File: src/rtl/link_pkg.sv
// link_pkg: definitions shared by the req/ack byte link blocks.
//   LINK_WIDTH   - link data width, common to the master/slave FSMs and the responder
//   link_state_e - responder handshake states
package link_pkg;
  localparam int LINK_WIDTH = 8;

  typedef enum logic [1:0] {
    IDLE    = 2'd0,
    ACK     = 2'd1,
    RELEASE = 2'd2
  } link_state_e;
endpackage

File: src/rtl/link_responder_if.sv
// link_responder_if: 4-phase req/ack byte link.
//   req    - initiator request
//   ack    - responder acknowledge
//   data   - byte from the responder, valid while ack=1
//   parity - even parity of data (present only when LINK_PARITY_EN is defined)
// Modports: master = initiator side, slave = responder side.
interface link_responder_if #(parameter int WIDTH = 8) ();
  logic             req;
  logic             ack;
  logic [WIDTH-1:0] data;
`ifdef LINK_PARITY_EN
  logic             parity;
  modport master (output req, input ack, input data, input parity);
  modport slave  (input req, output ack, output data, output parity);
`else
  modport master (output req, input ack, input data);
  modport slave  (input req, output ack, output data);
`endif
endinterface

File: src/rtl/link_fifo.sv
// link_fifo: circular-buffer FIFO feeding the link responder.
//   clk, rst           - clock, async active-low reset (flushes pointers/count)
//   push, push_data    - write port; dropped when full unless a pop happens too
//   pop, pop_data      - read port; pop_data is the current head (no bypass)
//   full, empty        - decoded from the count
//   overflow           - sticky: a push was refused; cleared only by reset
module link_fifo #(
  parameter int DEPTH = 4,
  parameter int WIDTH = 8
) (
  input  logic             clk,
  input  logic             rst,
  input  logic             push,
  input  logic [WIDTH-1:0] push_data,
  input  logic             pop,
  output logic [WIDTH-1:0] pop_data,
  output logic             full,
  output logic             empty,
  output logic             overflow
);
  localparam int AW = $clog2(DEPTH);

  logic [WIDTH-1:0] mem [DEPTH];
  logic [AW-1:0]    wr_ptr, rd_ptr;
  logic [AW:0]      count;
  logic             do_push, do_pop;

  assign full     = (count == (AW+1)'(DEPTH));
  assign empty    = (count == '0);
  assign pop_data = mem[rd_ptr];
  assign do_pop   = pop && !empty;
  // A pop in the same cycle frees a slot, so a push while full is still taken.
  assign do_push  = push && (!full || do_pop);

  always_ff @(posedge clk or negedge rst) begin
    if (!rst) begin
      wr_ptr   <= '0;
      rd_ptr   <= '0;
      count    <= '0;
      overflow <= 1'b0;
    end else begin
      if (do_push) wr_ptr <= wr_ptr + 1'b1;
      if (do_pop)  rd_ptr <= rd_ptr + 1'b1;
      case ({do_push, do_pop})
        2'b10:   count <= count + 1'b1;
        2'b01:   count <= count - 1'b1;
        default: count <= count;
      endcase
      if (push && !do_push) overflow <= 1'b1;
    end
  end

  // Storage needs no reset: the pointers define what is valid.
  always_ff @(posedge clk) begin
    if (do_push) mem[wr_ptr] <= push_data;
  end
endmodule

File: src/rtl/link_responder.sv
// link_responder: data-source end of the 4-phase req/ack link. On req with
// data available it pops the FIFO head onto the link and raises ack; the
// handshake closes when req falls, followed by one RELEASE cycle of ack low.
//   clk, rst          - clock, async active-low reset
//   wr_en, wr_data    - local producer write port
//   full, empty       - FIFO status (combinational)
//   overflow          - sticky refused-write flag
//   lnk (slave)       - req in; ack, data (and parity) out, all registered
//   sent_count        - bytes handed off, wraps 255->0
//   stall             - registered: req pending on an empty FIFO
// Optional feature macro: LINK_PARITY_EN adds lnk.parity = ^data.
module link_responder
  import link_pkg::*;
#(
  parameter int DEPTH = 4,
  parameter int WIDTH = LINK_WIDTH
) (
  input  logic             clk,
  input  logic             rst,
  input  logic             wr_en,
  input  logic [WIDTH-1:0] wr_data,
  output logic             full,
  output logic             empty,
  output logic             overflow,
  link_responder_if.slave  lnk,
  output logic [7:0]       sent_count,
  output logic             stall
);
  link_state_e      state;
  logic             ack_q;
  logic [WIDTH-1:0] data_q;
  logic [WIDTH-1:0] head;
  logic             pop;

  assign pop = (state == IDLE) && lnk.req && !empty;

  link_fifo #(.DEPTH(DEPTH), .WIDTH(WIDTH)) u_fifo (
    .clk      (clk),
    .rst      (rst),
    .push     (wr_en),
    .push_data(wr_data),
    .pop      (pop),
    .pop_data (head),
    .full     (full),
    .empty    (empty),
    .overflow (overflow)
  );

`ifdef LINK_PARITY_EN
  logic parity_q;
  assign lnk.parity = parity_q;
`endif

  assign lnk.ack  = ack_q;
  assign lnk.data = data_q;

  always_ff @(posedge clk or negedge rst) begin
    if (!rst) begin
      state      <= IDLE;
      ack_q      <= 1'b0;
      data_q     <= '0;
      sent_count <= '0;
      stall      <= 1'b0;
`ifdef LINK_PARITY_EN
      parity_q   <= 1'b0;
`endif
    end else begin
      case (state)
        IDLE: begin
          if (pop) begin
            data_q     <= head;
            ack_q      <= 1'b1;
            sent_count <= sent_count + 8'd1;
            stall      <= 1'b0;
`ifdef LINK_PARITY_EN
            parity_q   <= ^head;
`endif
            state      <= ACK;
          end else begin
            stall <= lnk.req;
          end
        end
        ACK: begin
          stall <= 1'b0;
          if (!lnk.req) begin
            ack_q <= 1'b0;
            state <= RELEASE;
          end
        end
        RELEASE: begin
          // req is deliberately ignored here to guarantee an ack-low gap.
          stall <= 1'b0;
          state <= IDLE;
        end
        default: state <= IDLE;
      endcase
    end
  end
endmodule

File: src/flat_wrapper.sv
// flat-port wrapper written by rule: the top's interface ports become plain ports
module link_responder_flat import link_pkg::*;
#(
  parameter int DEPTH = 4,
  parameter int WIDTH = LINK_WIDTH
)
  (clk, rst, wr_en, wr_data, full, empty, overflow, sent_count, stall, lnk_req, lnk_ack, lnk_data);
  link_responder_if #(.WIDTH(WIDTH)) lnk_i ();
  input  logic clk;
  input  logic rst;
  input  logic wr_en;
  input  logic [WIDTH-1:0] wr_data;
  output logic full;
  output logic empty;
  output logic overflow;
  output logic [7:0] sent_count;
  output logic stall;
  input wire logic [$bits(lnk_i.req)-1:0] lnk_req;
  output wire logic [$bits(lnk_i.ack)-1:0] lnk_ack;
  output wire logic [$bits(lnk_i.data)-1:0] lnk_data;
  assign lnk_i.req = lnk_req;
  assign lnk_ack = lnk_i.ack;
  assign lnk_data = lnk_i.data;
  link_responder #(.DEPTH(DEPTH), .WIDTH(WIDTH)) u_core (.clk(clk), .rst(rst), .wr_en(wr_en), .wr_data(wr_data), .full(full), .empty(empty), .overflow(overflow), .lnk(lnk_i), .sent_count(sent_count), .stall(stall));
endmodule
File: config.mk
export PLATFORM = sky130hd
export DESIGN_NAME = link_responder_flat
export DESIGN_NICKNAME = d
export VERILOG_FILES = /design/src/rtl/link_pkg.sv /design/src/rtl/link_responder_if.sv /design/src/rtl/link_fifo.sv /design/src/rtl/link_responder.sv /design/src/flat_wrapper.sv
export SDC_FILE = /design/constraint.sdc
export NUM_CORES = 1
export LEC_CHECK = 0
export BUFFER_PORTS_ARGS = -buffer_cell sky130_fd_sc_hd__buf_2
export CORE_ASPECT_RATIO = 0.7
export CORE_UTILIZATION = 55
export DETAILED_ROUTE_END_ITERATION = 8
export GPL_TIMING_DRIVEN = 0
export PLACE_DENSITY_LB_ADDON = 0.12
export SLEW_MARGIN = 20
export SYNTH_ARGS = -nofsm -noshare
export SYNTH_HDL_FRONTEND = slang
export SYNTH_SLANG_ARGS = --single-unit
export TNS_END_PERCENT = 5
File: constraint.sdc
create_clock -name clk -period 2.5 [get_ports clk]
set_input_delay 0.125 -clock clk [delete_from_list [all_inputs] [get_ports clk]]
set_output_delay 0.125 -clock clk [all_outputs]
set_load 0.05 [all_outputs]
==> flow_summary.json <==
{
  "outcome": "finished with violations",
  "violations": "design-rule violations",
  "async_reset_ff_share_pct": 46.7,
  "chipWidth_um": 84.9,
  "multi_input_area_um2": 901,
  "grt_max_degree": 29,
  "cts_num_sinks": 60,
  "final_util_pct": 70.8,
  "power_frac_seq_pct": 36.2,
  "boundaryPins": 33,
  "syn_inst": 188,
  "yosys_most_used_dff": "edfxtp_1",
  "clkPwrFrac_pct": 21.7,
  "critPathTopFamily": "adder cells",
  "initial_core_util_pct": 59.1,
  "drt-total-wl_um": 4730,
  "crit_type": "reg2reg",
  "maxCapViolCount": 0,
  "switching_share_pct": 39.7,
  "cts_max_level": 3,
  "dp_hpwl_um": 3210,
  "synth.ff_latch_count": 60,
  "final_nets": 262,
  "r2r_start": "u_core.state[1]",
  "worstMarginPinSlew_ns": 0.637,
  "grt_pass1_vias": 1543,
  "routabilityCongestion": 0.749,
  "fin_crit_sh_pct": 84.0,
  "cts_resized": 0,
  "antenna_found_initial": 0,
  "syn_to_final_growth_pct": 19.9,
  "r2r_end": "u_core.u_fifo.count[2]",
  "syn_nets": 210,
  "cts_made_buffers": 9,
  "mappedNetlistArea_um2": 2650,
  "core_area_um2": 4480,
  "vias_per_cell": 5.33,
  "yosys_warnings": 0,
  "min_period_ns": 2.10,
  "finalHoldViolations": 0,
  "cts_buffer_depth": 2,
  "seq_area_um2": 1660,
  "relSlewSlack_pct": 57.5,
  "setup_viol": 0,
  "track_usage_pct": 21.2,
  "start_kind": "flop",
  "hold_buffers": 8,
  "fin_tns_setup_ns": 0,
  "arrival_ns": 2.30,
  "numPortBuffers": 32,
  "die_h_um": 60.0,
  "required_ns": 2.70,
  "skew_ns": 0.00389,
  "vdd_ir_drop_max_mv": 0.732,
  "holdPathStages": 3,
  "drive_gt1_share_pct": 29.4,
  "endpoint_kind": "flop",
  "clock_latency_ns": 0.33,
  "ys_types": 44,
  "p_comb_share_pct": 42.1,
  "cts-root-buf": "clkbuf_8",
  "cts_tree": "built",
  "critPathMaxStageDelay_ns": 0.42,
  "reg2reg_slack_ns": 0.40,
  "rsz0062_at_grt": "false",
  "rows": 20,
  "drt_iter0_drc": 88,
  "n_antenna_cell": 0,
  "clk_pin_slew_ns": 0.06,
  "min_from": "lnk_req",
  "clock.fmax_mhz": 476,
  "synth_seq_area_share_pct": 62.8,
  "min_to": "u_core.u_fifo.rd_ptr[0]",
  "p_per_area_nw_per_um2": 1320,
  "p_switching_mw": 1.66,
  "slowest_stage": "fa_1",
  "final-max-slew-violation-count": 0,
  "internal_power_mw": 2.52,
  "crit_buf_inv": 1,
  "power_leakage_nw": 1.38,
  "vias": 1598,
  "drtPass1Iterations": 6,
  "drt-wirelength-per-cell_um": 15.8,
  "fill_cells": 327,
  "die_area_um2": 5100,
  "path_max_fanout": 5,
  "postCtsSetupBuffers": 0,
  "gr-total-overflow": 0,
  "drc": 3,
  "synth_edf_count": 32,
  "postRouteAntennaNets": 0,
  "postSynthAreaPerCell_um2": 14.1,
  "hold_path.class": "in2reg",
  "r2r_cells": 8,
  "grt_pass1_wl_um": 7460,
  "crit_chain": "inv_1 > ha_1 > and3b_1 > nand2_1 > fa_1 > nand2b_1 > o211ai_1 > o221ai_1"
}
-- state kept, by name, indices dropped and copies added (netlist names) --
register,count
u_core.u_fifo.wr_ptr,2
u_core.u_fifo.mem,32
u_core.u_fifo.overflow,1
u_core.lnk.ack,1
u_core.sent_count,8
u_core.u_fifo.rd_ptr,2
u_core.lnk.data,8
u_core.u_fifo.count,3
u_core.stall,1
u_core.state,2
-- worst reg2reg max path: stages (launching register included) --
cell and delay, ns:
dfrtp_1 0.38, inv_1 0.12, ha_1 0.21, and3b_1 0.26, nand2_1 0.09, fa_1 0.42
nand2b_1 0.18, o211ai_1 0.18, o221ai_1 0.13
-- synthesized netlist by cell type, types with 3 or more instances --
cell,number,area [um^2]
nor3_1,3,15.0
xnor2_1,6,52.6
dfrtp_1,28,701
nand2_1,36,135
edfxtp_1,32,961
inv_1,8,30.0
buf_2,6,30.0
and2_1,5,31.3
xor2_1,5,43.8
mux4_2,8,180
ha_1,9,113
a21oi_1,4,20.0
-- area by class of cell --
class | instances | area share [%]
plain buffers | 9 | 1.54
clock buffers | 10 | 4.02
clock inverters | 6 | 2.49
inverters | 9 | 1.10
multi-input cells | 110 | 28.4
flip-flops and latches | 60 | 52.4
well taps | 55 | 2.17
repair buffers | 41 | 7.89
-- power groups by stage --
stage               sequential, mW  clock, mW  combinational, mW
global placement              1.51          0               1.70
detailed placement            1.54          0               1.76
CTS                           1.52      0.932               1.78
finish                        1.51      0.908               1.76
floorplan                     1.90          0              0.972
global route                  1.55      0.970               1.91
-- per-layer routing --
layer | GRT usage (%) | vias to the layer above | share of wire [%]
li1 | - | 781 | -
met1 | 25.8 | 767 | 44
met2 | 34.5 | 48 | 50
met3 | 9.67 | 2 | 5.9
met4 | 7.02 | 0 | 0.38
met5 | 0 | - | 0
-- cells by family after synthesis --
kind of cell | count (synthesis) | share of synthesized area [%]
AO/OA/AOI/OAI | 19 | 6.53
XOR/XNOR | 11 | 3.64
adder cells (fa/ha/maj) | 10 | 5.01
buffers and inverters | 18 | 3.17
flip-flops | 60 | 62.8
multiplexers | 10 | 7.80
AND/OR/NAND/NOR | 60 | 11.1
-- cells in the final DEF, fill, tap and decap left out, types with 3 or more instances in the layout --
cell	n
nor3_1	3
edfxtp_1	32
xnor2_1	6
a21oi_1	4
ha_1	9
dlygate4sd3_1	9
clkinv_2	4
mux4_2	8
clkbuf_8	9
nand2_1	36
inv_1	8
and2_1	5
xor2_1	5
buf_2	38
dfrtp_1	28
-- worst max-delay path by stage --
stage / startpoint / endpoint / slack, ns / cells after the start
floorplan: u_core.state[1] / u_core.u_fifo.count[2] / 0.61 / 8
global placement: u_core.state[1] / u_core.u_fifo.count[2] / 0.46 / 8
detailed placement: u_core.state[1] / u_core.u_fifo.count[2] / 0.44 / 8
CTS: u_core.state[1] / u_core.u_fifo.count[2] / 0.43 / 8
global route: u_core.state[0] / u_core.u_fifo.count[2] / 0.21 / 8
finish: u_core.state[1] / u_core.u_fifo.count[2] / 0.40 / 8
-- metrics by stage --
step	cells	hold WS, ns	worst slack, ns	instance area (um^2)	total power [mW]
final	300	0.164	0.401	3170	4.18
after floorplan	188	-0.171	0.606	2650	2.88
after global placement	275	0.174	0.458	2880	3.21
after global routing	300	0.171	0.215	3170	4.43
after detailed placement	275	0.200	0.444	2880	3.29
after CTS	299	0.000972	0.428	3160	4.22
Power figures use the tool's default switching activity.
